`src/rtl/cpu_types_pkg.sv`:
```
// Shared CPU types; the muldiv additions here are used by muldiv_unit/muldiv_core.
// MULDIV_DIV_EN (defined elsewhere) enables the divide datapath in those modules.
package cpu_types_pkg;

  typedef logic [31:0] word_t;
  typedef logic [4:0]  regbits_t;

  localparam int unsigned MULDIV_CYCLES = 32;

  typedef enum logic [1:0] {
    MULT  = 2'd0,
    MULTU = 2'd1,
    DIV   = 2'd2,
    DIVU  = 2'd3
  } muldiv_op_t;

  typedef enum logic [1:0] {
    IDLE = 2'd0,
    BUSY = 2'd1,
    DONE = 2'd2
  } muldiv_state_t;

endpackage

```
`src/rtl/muldiv_core.sv`:
```
// Single radix-2 step of the multiply/divide datapath (combinational).
// The restoring-divide step is only built when MULDIV_DIV_EN is defined.
module muldiv_core
  import cpu_types_pkg::*;
(
  input  logic        is_div,
  input  logic [63:0] acc,
  input  word_t       b,
  output logic [63:0] acc_next
);

  logic [32:0] sum;
`ifdef MULDIV_DIV_EN
  logic [32:0] top;
  logic [32:0] diff;
`else
  logic        unused_is_div;
  assign unused_is_div = is_div;
`endif

  // Multiply keeps the multiplier in acc[31:0] and the partial product in acc[63:32];
  // divide keeps the partial remainder in acc[63:32] and shifts quotient bits into acc[0].
  always_comb begin
    sum      = {1'b0, acc[63:32]} + (acc[0] ? {1'b0, b} : '0);
    acc_next = {sum, acc[31:1]};
`ifdef MULDIV_DIV_EN
    top  = acc[63:31];
    diff = top - {1'b0, b};
    if (is_div) begin
      if (top >= {1'b0, b})
        acc_next = {diff[31:0], acc[30:0], 1'b1};
      else
        acc_next = {top[31:0], acc[30:0], 1'b0};
    end
`endif
  end

endmodule

```
`src/rtl/muldiv_unit.sv`:
```
// Iterative 32-cycle multiply/divide unit with HI/LO and register-file writeback.
// Define MULDIV_DIV_EN to include DIV/DIVU; otherwise they raise a one-cycle illegal pulse.
module muldiv_unit
  import cpu_types_pkg::*;
(
  input  logic       CLK,
  input  logic       nRST,
  input  logic       start,
  input  muldiv_op_t op,
  input  word_t      opa,
  input  word_t      opb,
  input  regbits_t   dest,
  input  logic       flush,
  output logic       busy,
  output logic       done,
  output logic       wen,
  output regbits_t   wsel,
  output word_t      wdat,
  output word_t      hi,
  output word_t      lo,
  output logic       illegal
);

  muldiv_state_t state;
  logic [4:0]    count;
  logic [63:0]   acc, acc_next, prod;
  word_t         b, hi_q, lo_q, res_hi, res_lo, mag_a, mag_b, q, r;
  logic          sa, sb, is_div_q, illegal_q, neg, fire, supported;
  logic          sgn_a, sgn_b;
  regbits_t      dest_q;

  muldiv_core u_core (
    .is_div   (is_div_q),
    .acc      (acc),
    .b        (b),
    .acc_next (acc_next)
  );

  // Operands are iterated as magnitudes; signs are reapplied in DONE.
  always_comb begin
    sgn_a = ~op[0] & opa[31];
    sgn_b = ~op[0] & opb[31];
    mag_a = sgn_a ? -opa : opa;
    mag_b = sgn_b ? -opb : opb;
`ifdef MULDIV_DIV_EN
    supported = 1'b1;
`else
    supported = ~op[1];
`endif
  end

  always_comb begin
    neg    = sa ^ sb;
    prod   = neg ? -acc : acc;
    q      = acc[31:0];
    r      = acc[63:32];
    res_hi = prod[63:32];
    res_lo = prod[31:0];
    if (is_div_q) begin
      res_hi = sa ? -r : r;
      res_lo = (b == '0) ? '1 : (neg ? -q : q);
    end
  end

  always_ff @(posedge CLK) begin
    if (!nRST) begin
      state     <= IDLE;
      count     <= '0;
      acc       <= '0;
      b         <= '0;
      sa        <= 1'b0;
      sb        <= 1'b0;
      is_div_q  <= 1'b0;
      dest_q    <= '0;
      hi_q      <= '0;
      lo_q      <= '0;
      illegal_q <= 1'b0;
    end else begin
      illegal_q <= 1'b0;
      if (flush) begin
        state <= IDLE;
      end else begin
        case (state)
          IDLE: begin
            if (start) begin
              if (supported) begin
                is_div_q <= op[1];
                sa       <= sgn_a;
                sb       <= sgn_b;
                acc      <= {32'b0, mag_a};
                b        <= mag_b;
                dest_q   <= dest;
                count    <= '0;
                state    <= BUSY;
              end else begin
                illegal_q <= 1'b1;
              end
            end
          end
          BUSY: begin
            acc   <= acc_next;
            count <= count + 5'd1;
            if (count == 5'(MULDIV_CYCLES - 1))
              state <= DONE;
          end
          DONE: begin
            hi_q  <= res_hi;
            lo_q  <= res_lo;
            state <= IDLE;
          end
          default: state <= IDLE;
        endcase
      end
    end
  end

  assign fire    = (state == DONE) && !flush;
  assign busy    = (state != IDLE);
  assign done    = fire;
  assign wen     = fire && (dest_q != '0);
  assign wsel    = fire ? dest_q : '0;
  assign wdat    = fire ? res_lo : '0;
  assign hi      = hi_q;
  assign lo      = lo_q;
  assign illegal = illegal_q;

endmodule

```
`config.mk`:
```
export PLATFORM = sky130hd
export DESIGN_NAME = muldiv_unit
export DESIGN_NICKNAME = d
export VERILOG_FILES = /design/src/rtl/cpu_types_pkg.sv /design/src/rtl/muldiv_core.sv /design/src/rtl/muldiv_unit.sv
export SDC_FILE = /design/constraint.sdc
export NUM_CORES = 1
export LEC_CHECK = 0
export CORE_ASPECT_RATIO = 1.1
export CORE_MARGIN = 5
export CORE_UTILIZATION = 40
export DETAILED_ROUTE_END_ITERATION = 8
export DONT_BUFFER_PORTS = 1
export PLACE_DENSITY_LB_ADDON = 0.15
export SLEW_MARGIN = 20
export SYNTH_ARGS = -nofsm -noshare
export SYNTH_HDL_FRONTEND = slang
export SYNTH_SLANG_ARGS = --single-unit
```
`constraint.sdc`:
```
create_clock -name CLK -period 3.1 [get_ports CLK]
set_input_delay 0.62 -clock CLK [delete_from_list [all_inputs] [get_ports CLK]]
set_output_delay 0.62 -clock CLK [all_outputs]
set_load 0.05 [all_outputs]
```
# == Yosys cells after proc, flatten, opt, wreduce, memory -nomap -nowiden ==
# Index checks and enable logic that the tools add are counted.
# op_classes
n_bitwise,9
n_reduce_logical,13
mux,17
eq_ne,6
addsub,5
# op_table
op,n
2-to-1 mux 64 bit,3
2-to-1 mux 32 bit,4
one-hot mux 64 bit (2 select lines),1
negation 32 bit,2
negation 64 bit,1
adder 32 x 33 -> 33 bit,1
2-to-1 mux 5 bit,3
one-hot mux 5 bit (2 select lines),1
AND reduction 4 bit,2
2-to-1 mux 2 bit,3
"inequality test 2 bit, second input constant",3
NOT 1 bit,6
"adder 5 x 1 -> 5 bit, second input constant",1
"== test 5 bit, second input constant",1
nonzero test 5 bit,1
one-hot mux 2 bit (2 select lines),1
nonzero test 2 bit,2
OR reduction 4 bit,1
AND reduction 3 bit,1
bitwise AND 1 bit,2
"== test 2 x 1 -> 1 bit, second input constant",1
"== test 2 bit, second input constant",1
logical AND 1 bit,2
logical NOT 2 bit,1
other kinds (5),5
# totals
regBits,175
out_inout_bits,105
inputBits,75

# == Depth between registers and ports, before layout ==
# Gate-level depths: netlist of run 1.
# depth
depth_word,6
ltp_mapped,13

# == Hierarchy ==
# A second synthesis of run 1 with hierarchy kept.
# unflattened
cells_unflattened,1544
area_unflattened_um2,11712.5
# by_module_without_submodules
mod,instances,seq_area_each_um2,area_each_um2,cells_each
muldiv_unit,1,3503.4,9283.9,1191
muldiv_core,1,0.0,2428.6,353

# == Worst setup path after synthesis of run 1 ==
# No wires, ideal clock.
# synth_timing
path_type,reg2out
start,reg acc[2]
end,out wdat[19]
arrival_ns,2.636
t_required_ns,2.480
n_path_buf,1
setup_slack_ns,-0.156
path_stages_with_launch,8
cell_sequence,dfxtp_1 clkbuf_1 nor4_2 nand3_1 or3_1 o41a_1 xnor2_1 nor2_1
# synth_between
elab_chain_len,3
# synth_rtl
item,line_no,rtl
from (decl),muldiv_unit.sv:26,"logic [63:0] acc, acc_next, prod;"
from (signal assigned),muldiv_unit.sv:90,"acc <= {32'b0, mag_a};"
from (signal assigned),muldiv_unit.sv:101,acc <= acc_next;
negation 64 bit,muldiv_unit.sv:54,prod = neg ? -acc : acc;
2-to-1 mux 64 bit,muldiv_unit.sv:54,
2-to-1 mux 32 bit,muldiv_unit.sv:122,assign wdat = fire ? res_lo : '0;
to (decl),muldiv_unit.sv:18,"output word_t wdat,"
# No other way between the ends.

# == Worst setup path after layout of run 1 ==
# layout_timing
start,reg acc[10]
end,out wdat[19]
# The elaborated chain is that of the path after synthesis.

==> results of run 1 <==
where the power goes:
group          internal [µW]  switching (µW)  total (µW)  leakage (µW)
Combinational            400             504         903       0.00381
Clock                   1060            1030        2080      0.000259
Sequential              2300            55.7        2350       0.00142
Total                   3760            1590        5340       0.00549
worst max-delay path: cells and delay by family (launching register included):
kind	cells	cell delay (ns)
flops	1	0.37
xor+xnor	1	0.17
compound gates	1	0.43
buf+inv	1	0.15
simple gates	4	0.96
worst paths after layout:
| path | slack, ns | end | cells after the start |
|---|---|---|---|
| max | -0.05 | wdat[19] | 7 |
| max reg2reg | 0.16 | hi[29]$_SDFFE_PN0P_ | 11 |
| min reg2reg | 0.45 | b[31]$_SDFFE_PN0P_ | 2 |
| min | 0.29 | illegal$_SDFF_PP0_ | 2 |
cell usage in the layout (no fill, tap or decap), types with 22 or more instances in the layout:
cell | Yosys | routed
a21oi_1 | 125 | 122
and2_1 | 51 | 51
buf_4 | 1 | 99
dfxtp_1 | 175 | 164
ha_1 | 37 | 37
inv_1 | 23 | 23
nand2_1 | 149 | 149
nand3_1 | 41 | 39
nor2_1 | 118 | 105
nor2b_1 | 45 | 44
nor3_1 | 39 | 38
o211a_1 | 39 | 39
o21ai_0 | 94 | 92
o21ai_1 | 23 | 22
xnor2_1 | 70 | 62
xor2_1 | 64 | 63
registers in the layout, indices dropped and copies added, names as in the netlist, 2 cells and up:
register,count
lo,32
count,5
b,32
state,2
hi,32
acc,64
dest_q,5
metal layers:
metal	part of all wire [%]	GRT usage (%)	vias to the layer above
met2	50	38.5	303
met1	42	28.3	5277
met3	4.9	3.94	60
met4	3.2	8.56	2
met5	0.029	0	-
li1	-	-	5430
cell type report:
type,instances,area (µm²)
well taps,368,460
clock buffers,18,429
inverters,24,91.3
flip-flops and latches,175,3520
repair buffers,119,1050
clock inverters,14,123
multi-input cells,1190,7850
fillers,2851,15100
stage by stage:
step                TNS [ns]  util, %
floorplan             -0.518        -
global placement           0     43.6
detailed placement         0     43.6
CTS                   -0.242     46.4
global route           -1.16     47.3
finish               -0.0889     47.3
cells by family (layout without fill, tap and decap cells):
family	Yosys count	count (layout)	synth area share [%]
simple gates	570	570	25.6
compound gates	441	441	25.0
flops	175	175	30.3
xor+xnor	134	134	10.2
buf+inv	125	175	4.13
fa+ha+maj	38	38	4.18
mux	7	7	0.607
repair_timing:
item,in CTS,in global routing
resized for setup,43,31
cloned,0,0
setup endpoints to repair,21,20
setup buffers,11,16
pin swaps,5,29
hold buffers,0,0
==> impl_metrics.ini, run 1 <==
[die]
pin_count = 180
die_x_um = 172
initial_utilization_pct = 40.3
die_area_mm2 = 0.0324
rows = 65
core_area_mm2 = 0.0286
fp.dieH_um = 188

[routing]
vias = 11072
drc = 0
first_pass_iters = 5
routed_via_density = 5.80
wl_per_cell_um = 19.9
drt_iter0_drc = 769
drtAntennaViolNets = 0
drt-total-wl_um = 37900

[layout]
diodes = 0
layout.nets = 1640
fin_area_mm2 = 0.0135
synthToLayoutAreaGrowth_pct = 17.1
drive_gt1_share_pct = 14.8
fin_cells = 1908

[timing]
relSlewSlack_pct = 47.2
setup_viol = 2
slew_viol_final = 0
holdWs_ns = 0.291
setup_ws_ns = -0.0534
max_freq_ghz = 0.317
period_share_pct = 102
hold_viol_final = 0
min_period_ns = 3.15
rsz0062_at_grt = true
fin_worst_skew_ns = 0.0153
tightest_slew_ns = 0.790

[global_routing]
first_global_vias = 10515
grtUsageTotal_pct = 22.6
grt_antenna_before_repair = 1
grt_max_degree = 153
overflow = 0
grt_pass1_wl_um = 58200

[power]
powerDensity_mw_per_mm2 = 395
p_leak_uw = 0.00549
power_uw = 5340
peakVddDrop_uv = 292

[yosys]
netlist_top_cells_area = dfxtp_1, a21oi_1, xnor2_1
synthMostInstantiatedCell = dfxtp_1
syn_area_per_cell_um2 = 7.75
ys_ff_latch = 175
synth_edf_count = 0
dominantRegCellSynth = dfxtp_1
syn_inst = 1490
ys_seq_area_share_pct = 30.3
yosys_warnings = 0
synth_top_area_share_pct = 30.3
yosysTopAreaCell = dfxtp_1
mappedNetlistNets = 1603
synth_common_cells = dfxtp_1, nand2_1, a21oi_1
async_flop_share_pct = 0
synth_area_mm2 = 0.0115
ys_types = 79

[hold_path]
min-delay-path-class = in -> reg
hold_start = op[1]

[status]
violations = setup timing
status = complete, but fails checks

[worst_setup_path]
cp_max_fo = 6
path_class = reg -> out
startpoint = acc[10]$_SDFFE_PN0P_
cp.arrival_ns = 2.53
cp-end-kind = output port
crit_chain = nor4_4, nand2b_1, or3_4, o41a_1, xnor2_2, nor2_2, buf_12
start_kind = flop
crit_path_top_delay_cell = o41a_1
r2r_start = acc[7]$_SDFFE_PN0P_
worstPathRequired_ns = 2.48
max_stage_delay_ns = 0.43

[run]
maxCapViolCount = 0

[cts]
clkSlewWorstSetupHoldPaths_ns = 0.07
cts_tree = yes
clk_latency_ns = 0.44
clk_path_buf_depth = 2
htreeDepth = 4
cts_sinks = 175
cts_buffers = 17
cts_root_buffer = clkbuf_16

[placed_design]
gp_congestion = 0.922
dp.cells = 1849
dpl_cell_area_mm2 = 0.0125
place.port_buffers = 0
pre_cts_slack_ns = 0.160
hpwl_um = 29000
Power figures use the tool's default switching activity.
==> inputs of run 2 (changes only) <==
==> constraint.sdc (replaced) <==
create_clock -name CLK -period 4.06 [get_ports CLK]
set_input_delay 0.812 -clock CLK [delete_from_list [all_inputs] [get_ports CLK]]
set_output_delay 0.812 -clock CLK [all_outputs]
set_load 0.05 [all_outputs]
==> run 2 against run 1 <==
  * The flow now finishes without violations
  * Clock skew fell by 0.0059 ns
  * Routed wire length is 3.4% lower
  * Non-clock buffer count is 69 lower
  * Register-to-register slack better by 0.45 ns
  * First-iteration DRC count decreased by 8.3%
  * Combinational power down 43%
  * Die area is the same
  * Largest power group unchanged
==> impl_metrics.ini, run 2 (same netlist as run 1, synthesis figures left out) <==
[worst_setup_path]
cp-end-kind = output port
rr_endpoint = acc[63]$_SDFFE_PN0P_
crit_path_top_delay_cell = or3_1
max_stage_delay_ns = 0.51
cp.arrival_ns = 3.02
worstPathRequired_ns = 3.25
r2r_setup_slack_ns = 0.61
crit_chain = nor4_1, nand2b_1, or3_1, o41a_1, xnor2_1, nor2_1, buf_4
path_class = reg -> out
start_kind = flop
reg2reg_depth = 11
cp_max_fo = 9
r2r_start = acc[0]$_SDFFE_PN0P_

[layout]
diodes = 0
layout.nets = 1571
synthToLayoutAreaGrowth_pct = 9.45
largest_reg_flops = 64
fillers = 3022
top_register = acc
drive_gt1_share_pct = 7.68
final_cell_mix = dfxtp_1, nand2_1, a21oi_1, nor2_1, o21ai_0
layout_commonest_cell = dfxtp_1

[power]
p_leak_uw = 0.00510
clkPwrFrac_pct = 42.0
swShare_pct = 27.8
peakVddDrop_uv = 258
power_frac_comb_pct = 13.0
power_uw = 4010
p_seq_share_pct = 45.0
p_sw_uw = 1110
powerDensity_mw_per_mm2 = 317
internal_power_uw = 2890

[hold_path]
whs_path_depth = 2
hold-path-endpoint = b[31]$_SDFFE_PN0P_
min-delay-path-class = reg -> reg
hold_start = b[31]$_SDFFE_PN0P_

[status]
status = finished, final reports clean

[cts]
cts_tree = yes
cts_root_buffer = clkbuf_16
clk_path_buf_depth = 2
cts_sinks = 175
cts_buffers = 17
clkSlewWorstSetupHoldPaths_ns = 0.07
htreeDepth = 4
clk_latency_ns = 0.44

[timing]
max_freq_ghz = 0.261
setup_viol = 0
tns_ns = 0
hold_viol_final = 0
fin_worst_skew_ns = 0.00940
slew_viol_final = 0
relSlewSlack_pct = 33.4
min_period_ns = 3.83
tightest_slew_ns = 0.995
period_share_pct = 94.3
rsz0062_at_grt = false

[die]
pin_count = 180
rows = 65
core_area_mm2 = 0.0286
initial_utilization_pct = 40.3
fp.dieH_um = 188
die_x_um = 172
die_area_mm2 = 0.0324

[placed_design]
hpwl_um = 28100
place.port_buffers = 0
gp_congestion = 0.960

[routing]
drtAntennaViolNets = 0
drt-total-wl_um = 36600
drt_iter0_drc = 705
first_pass_iters = 5
wl_per_cell_um = 19.9
vias = 10719
drc = 0
routed_via_density = 5.83

[global_routing]
grt_max_degree = 153
grt_antenna_before_repair = 0
grtUsageTotal_pct = 22.3
first_global_vias = 10218
grt_pass1_wl_um = 57600
overflow = 0

[run]
maxCapViolCount = 0
run 2: cell count changes in the layout (fill, tap and decap cells not counted), moves of 7 or more:
cell / change
xnor2_1: +7
dfxtp_1: +11
dfxtp_2: -9
buf_6: -10
xnor2_2: -7
buf_12: -9
buf_4: -49
nor2_1: +12
nor2_2: -8
run 2: routing by layer:
| metal | wire (µm) | part of all wire [%] | global-route usage (%) |
|---|---|---|---|
| met1 | 15400 | 42 | 28.0 |
| met2 | 18300 | 50 | 38.6 |
| met3 | 1960 | 5.3 | 3.71 |
| met4 | 959 | 2.6 | 7.02 |
| met5 | 0 | 0 | 0 |
run 2: worst max path at each step:
stage	depth (start not counted)	from	end
after detailed placement	5	acc[2]$_SDFFE_PN0P_	wdat[13]
after CTS	7	acc[2]$_SDFFE_PN0P_	wdat[19]
after global routing	7	acc[6]$_SDFFE_PN0P_	wdat[31]
after global placement	7	acc[2]$_SDFFE_PN0P_	wdat[19]
final	7	acc[10]$_SDFFE_PN0P_	wdat[19]
after floorplan	6	flush	wdat[20]
run 2: worst max-delay path, delay by kind of cell (launching register included):
kind	cells	cell delay, ns
flops	1	0.38
compound gates	1	0.35
simple gates	4	1.36
buf+inv	1	0.20
xor+xnor	1	0.28
run 2: area by class of cell:
type	instances	area [µm²]	area share, %
multi-input combinational	1190	7620	60.3
sequential	175	3500	27.7
tap	368	460	3.64
clock buffer	20	457	3.61
timing repair buffer	50	375	2.97
clock inverter	12	134	1.06
inverter	24	90.1	0.713
run 2: power by group through the flow:
stage | clock network (µW) | logic (µW) | registers [µW]
floorplan | 0 | 408 | 1820
global placement | 0 | 513 | 1840
detailed placement | 0 | 512 | 1840
CTS | 1730 | 515 | 1800
global route | 1790 | 569 | 1810
finish | 1680 | 519 | 1800
run 2: timing repair:
item                                    4_1_cts  5_1_grt
endpoints found under the setup margin        0        4
hold buffers                                  0        0
resized for setup                             0        2
buffers inserted                              0        0
run 2: metrics by stage:
| step | setup WS, ns | instance area [µm²] | util (%) | hold WS (ns) | instances |
|---|---|---|---|---|---|
| CTS | 0.117 | 12600 | 44.1 | 0.459 | 1839 |
| finish | 0.233 | 12600 | 44.2 | 0.457 | 1839 |
| global route | 0.0463 | 12600 | 44.2 | 0.483 | 1839 |
| floorplan | 0.543 | 11500 | - | 0.430 | 1490 |
| detailed placement | 0.608 | 12000 | 42.0 | 0.449 | 1807 |
| global placement | 0.674 | 12000 | 42.0 | 0.444 | 1807 |
